### config.mk
export PLATFORM = sky130hd
export DESIGN_NAME = lu_operand_sequencer
export DESIGN_NICKNAME = d
export VERILOG_FILES = /design/src/rtl/lu_operand_sequencer.sv
export SDC_FILE = /design/constraint.sdc
export NUM_CORES = 1
export LEC_CHECK = 0
export ABC_AREA = 0
export BUFFER_PORTS_ARGS = -buffer_cell sky130_fd_sc_hd__buf_4
export CAP_MARGIN = 5
export CORE_MARGIN = 1
export CORE_UTILIZATION = 48
export CTS_CLUSTER_SIZE = 24
export DETAILED_ROUTE_END_ITERATION = 8
export GPL_ROUTABILITY_DRIVEN = 0
export PLACE_DENSITY_LB_ADDON = 0.08
export SKIP_CTS_REPAIR_TIMING = 1
export SLEW_MARGIN = 20
export SYNTH_ARGS = -nofsm -noshare
export SYNTH_HDL_FRONTEND = slang
export SYNTH_SLANG_ARGS = --single-unit
export TNS_END_PERCENT = 20
### constraint.sdc
create_clock -name clk -period 2.7 [get_ports clk]
set_input_delay 0.81 -clock clk [delete_from_list [all_inputs] [get_ports clk]]
set_output_delay 0.81 -clock clk [all_outputs]
set_load 0.02 [all_outputs]
### src/rtl/lu_operand_sequencer.sv
// Two-beat operand loader for a 3-bit comparator.
// Captures the comparator answer and counts true results.
module lu_operand_sequencer #(
  parameter int CNT_W = 4
) (
  input  logic             clk,
  input  logic             rst_n,
  input  logic             in_valid,
  input  logic [2:0]       in_data,
  input  logic             in_sel,
  output logic             in_ready,
  output logic [2:0]       cmp_a,
  output logic [2:0]       cmp_b,
  output logic             cmp_select,
  input  logic             cmp_result,
  input  logic             flush,
  output logic             out_valid,
  output logic             out_result,
  input  logic             out_ready,
  output logic [CNT_W-1:0] hit_count
);

  typedef enum logic [1:0] {
    IDLE  = 2'd0,
    GOT_A = 2'd1,
    EVAL  = 2'd2,
    HOLD  = 2'd3
  } state_e;

  localparam logic [CNT_W-1:0] HIT_MAX = '1;

  state_e           state_q, state_d;
  logic [2:0]       a_q, a_d;
  logic [2:0]       b_q, b_d;
  logic             sel_q, sel_d;
  logic             vld_q, vld_d;
  logic             res_q, res_d;
  logic [CNT_W-1:0] hit_q, hit_d;

  always_ff @(posedge clk or negedge rst_n) begin
    if (!rst_n) begin
      state_q <= IDLE;
      a_q     <= '0;
      b_q     <= '0;
      sel_q   <= 1'b0;
      vld_q   <= 1'b0;
      res_q   <= 1'b0;
      hit_q   <= '0;
    end else begin
      state_q <= state_d;
      a_q     <= a_d;
      b_q     <= b_d;
      sel_q   <= sel_d;
      vld_q   <= vld_d;
      res_q   <= res_d;
      hit_q   <= hit_d;
    end
  end

  always_comb begin
    state_d = state_q;
    a_d     = a_q;
    b_d     = b_q;
    sel_d   = sel_q;
    vld_d   = vld_q;
    res_d   = res_q;
    hit_d   = hit_q;
    unique case (state_q)
      IDLE: begin
        if (in_valid) begin
          a_d     = in_data;
          sel_d   = in_sel;
          state_d = GOT_A;
        end
      end
      GOT_A: begin
        // Abort wins over a beat offered on the same edge
        if (flush) begin
          state_d = IDLE;
        end else if (in_valid) begin
          b_d     = in_data;
          state_d = EVAL;
        end
      end
      EVAL: begin
        res_d   = cmp_result;
        vld_d   = 1'b1;
        state_d = HOLD;
      end
      HOLD: begin
        if (out_ready) begin
          vld_d   = 1'b0;
          state_d = IDLE;
          if (res_q && (hit_q != HIT_MAX)) begin
            hit_d = hit_q + 1'b1;
          end
        end
      end
      default: state_d = IDLE;
    endcase
  end

  assign in_ready   = (state_q == IDLE) || (state_q == GOT_A);
  assign cmp_a      = a_q;
  assign cmp_b      = b_q;
  assign cmp_select = sel_q;
  assign out_valid  = vld_q;
  assign out_result = res_q;
  assign hit_count  = hit_q;

endmodule

==> results.py <==
metrics = {
    "floorplan": {
        "pin_count": 24,
        "core_um2": 1160,
        "num_rows": 12,
        "chipHeight_um": 38.0,
        "die_area_um2": 1450,
        "die_w_um": 38.0,
        "start_util_pct": 53.9,
    },
    "worst_setup_path": {
        "path_class": "reg -> out",
        "cp_slowest_stage_delay_ns": 0.44,
        "reg2reg_depth": 3,
        "r2r-end": "cmp_b[2]$_DFFE_PN0P_",
        "r2r_slack_ns": 1.32,
        "worstPathBufferInverterCount": 2,
        "cp_max_fo": 6,
        "crit_family": "flip-flops",
        "critPathSlowestCell": "dfrtp_1",
        "critPathRequiredTime_ns": 1.89,
        "crit_path_start_kind": "flip-flop",
        "crit_chain": "inv_1 -> buf_4",
        "cp.depth": 2,
        "cp_data_arrival_time_ns": 0.94,
        "crit_path_end_kind": "primary output",
    },
    "cells_and_area": {
        "drive_gt1_share_pct": 47.4,
        "finish.instance_area_um2": 841,
        "area_growth_pct": 34.9,
        "final_cells": 90,
        "multi_input_area_um2": 244,
        "n_fill_cell": 94,
        "seq_area_um2": 375,
        "fin_nets": 88,
        "fin_util_pct": 72.7,
        "antennaDiodeCount": 0,
    },
    "yosys": {
        "synth.mux.area_fraction_pct": 18.1,
        "synthAdderAreaFrac_pct": 2.01,
        "async_flop_share_pct": 100,
        "synth-xor-area-share_pct": 1.41,
        "synth_top_flop_cell": "dfrtp_1",
        "synth_edf_count": 0,
        "synthTopCellsByCount": "15 x dfrtp_1, 9 x mux2_2, 5 x nand2_1",
        "seq_area_frac_synth_pct": 60.2,
        "synth_most_common_cell": "dfrtp_1",
        "synth.cell_area_um2": 623,
        "synth_nets": 60,
        "syn_avg_cell_area_um2": 12.7,
        "yosys-top-cells-area": "dfrtp_1 60%, mux2_2 16%, nand2b_1 4.0%",
        "synthSimpleGateAreaFrac_pct": 12.7,
        "synthCells": 49,
        "yosysTopAreaCell": "dfrtp_1",
        "yosysWarningCount": 0,
        "synth_top_family_by_area": "multiplexers",
        "ys_types": 16,
        "yosys.area.top_type_share_pct": 60.2,
        "ys_ff_latch": 15,
        "synth_compound_area_share_pct": 5.02,
    },
    "sta": {
        "fmax_ghz": 0.572,
        "slew_viol_final": 0,
        "maxSlewHeadroom_pct": 78.1,
        "setup_viol": 0,
        "tns_ns": 0,
        "hold_viol_final": 0,
        "fin_ws_ns": 0.952,
        "skew_ns": 0.00668,
        "worstMarginPinSlew_ns": 0.324,
        "hold_ws_ns": 0.357,
        "rsz0062_at_grt": "false",
        "min_period_over_period_pct": 64.8,
        "finalCriticalPeriod_ns": 1.75,
    },
    "clock_network": {
        "clockBufferDepth": 2,
        "cts_buffers": 3,
        "clock_latency_ns": 0.28,
        "htreeDepth": 1,
        "cts_tree": "yes",
        "clkSinkCount": 15,
        "clkTransAtPathRegs_ns": 0.09,
        "cts_root_buf": "clkbuf_4",
    },
    "grt": {
        "gr-usage-all-layers_pct": 20.3,
        "grt_antenna_before_repair": 0,
        "grt_overflow": 0,
        "grt_first_pass_wirelength_um": 1920,
        "grt_max_degree": 16,
        "first_global_vias": 437,
    },
    "power_and_ir_drop": {
        "ir_drop_v": 0.000615,
        "powerDensity_nw_per_um2": 1210,
        "total_power_mw": 1.01,
        "p_leak_nw": 0.409,
    },
    "detailed_routing": {
        "drtAntennaViolNets": 0,
        "drtIter0Drc": 8,
        "dr.pass1.iters": 4,
        "vias_per_cell": 5.07,
        "routed_wirelength_um": 1150,
        "drc": 0,
        "vias": 456,
        "avgRoutedWirePerCell_um": 12.8,
    },
    "worst_hold_path": {
        "hold_path.class": "in -> async",
    },
    "outcome": {
        "status": "complete, no violations",
    },
    "place": {
        "place_hpwl_um": 892,
        "place_inst": 86,
        "place_area_um2": 813,
        "post-place-ws_ns": 0.868,
        "port_buffers": 23,
    },
    "run": {
        "maxCapViolations": 0,
    },
}
==> where the power goes <==
part / switching [mW] / internal, mW / leakage (nW)
logic: 0.235 / 0.237 / 0.209
registers: 0.0838 / 0.331 / 0.183
clock network: 0.0730 / 0.0549 / 0.0177
==> area by class of cell <==
cell class / instances / share of cell area (%)
clock buffer: 3 / 2.68
inverter: 1 / 0.446
sequential: 15 / 44.6
clock inverter: 1 / 0.595
timing repair buffer: 23 / 20.5
multi-input combinational: 33 / 29.0
tap: 14 / 2.08
==> placed cells by master (no fill, tap or decap) <==
master,count
buf_4,23
dfrtp_1,15
mux2_2,9
nand2_1,5
nor2_1,4
nand2b_1,4
clkbuf_4,3
a21oi_1,2
inv_1,1
and4_1,1
nand3_1,1
a21o_1,1
o21ai_0,1
nand4_1,1
mux2_1,1
xnor2_1,1
o311ai_0,1
ha_1,1
clkinv_2,1
==> worst register-to-register path, delay by kind of cell (launching register included) <==
kind	cells	cell delay, ns
muxes	1	0.37
DFF	1	0.44
and+or+nand+nor	2	0.47
==> how the worst max path moves through the flow <==
stage	to	slack, ns
6_report	in_ready	0.95
5_1_grt	in_ready	0.90
4_1_cts	in_ready	0.95
3_5_place_dp	cmp_b[1]$_DFFE_PN0P_	0.87
2_1_floorplan	cmp_b[0]$_DFFE_PN0P_	1.11
3_3_place_gp	cmp_b[2]$_DFFE_PN0P_	0.89
==> sequential cells by signal, indices dropped and copies added, names as in the netlist, named ones only <==
name        count
out_valid       1
cmp_a           3
state_q         1
cmp_select      1
cmp_b           3
out_result      1
hit_count       4
==> layer usage <==
layer / global-route usage, % / part of all wire [%] / routed length (um)
met4: 13.4 / 0.35 / 4
met3: 4.65 / 6.7 / 77
met2: 30.9 / 48 / 546
met5: 0 / 0 / 0
met1: 25.6 / 45 / 521
==> kinds of logic after synthesis <==
| group | after synthesis |
|---|---|
| AND/OR/NAND/NOR | 16 |
| multiplexers | 10 |
| adder cells (fa/ha/maj) | 1 |
| AO/OA/AOI/OAI | 5 |
| buffers and inverters | 1 |
| XOR/XNOR | 1 |
| flip-flops | 15 |
Note: power is estimated with default switching activity, not from simulation.
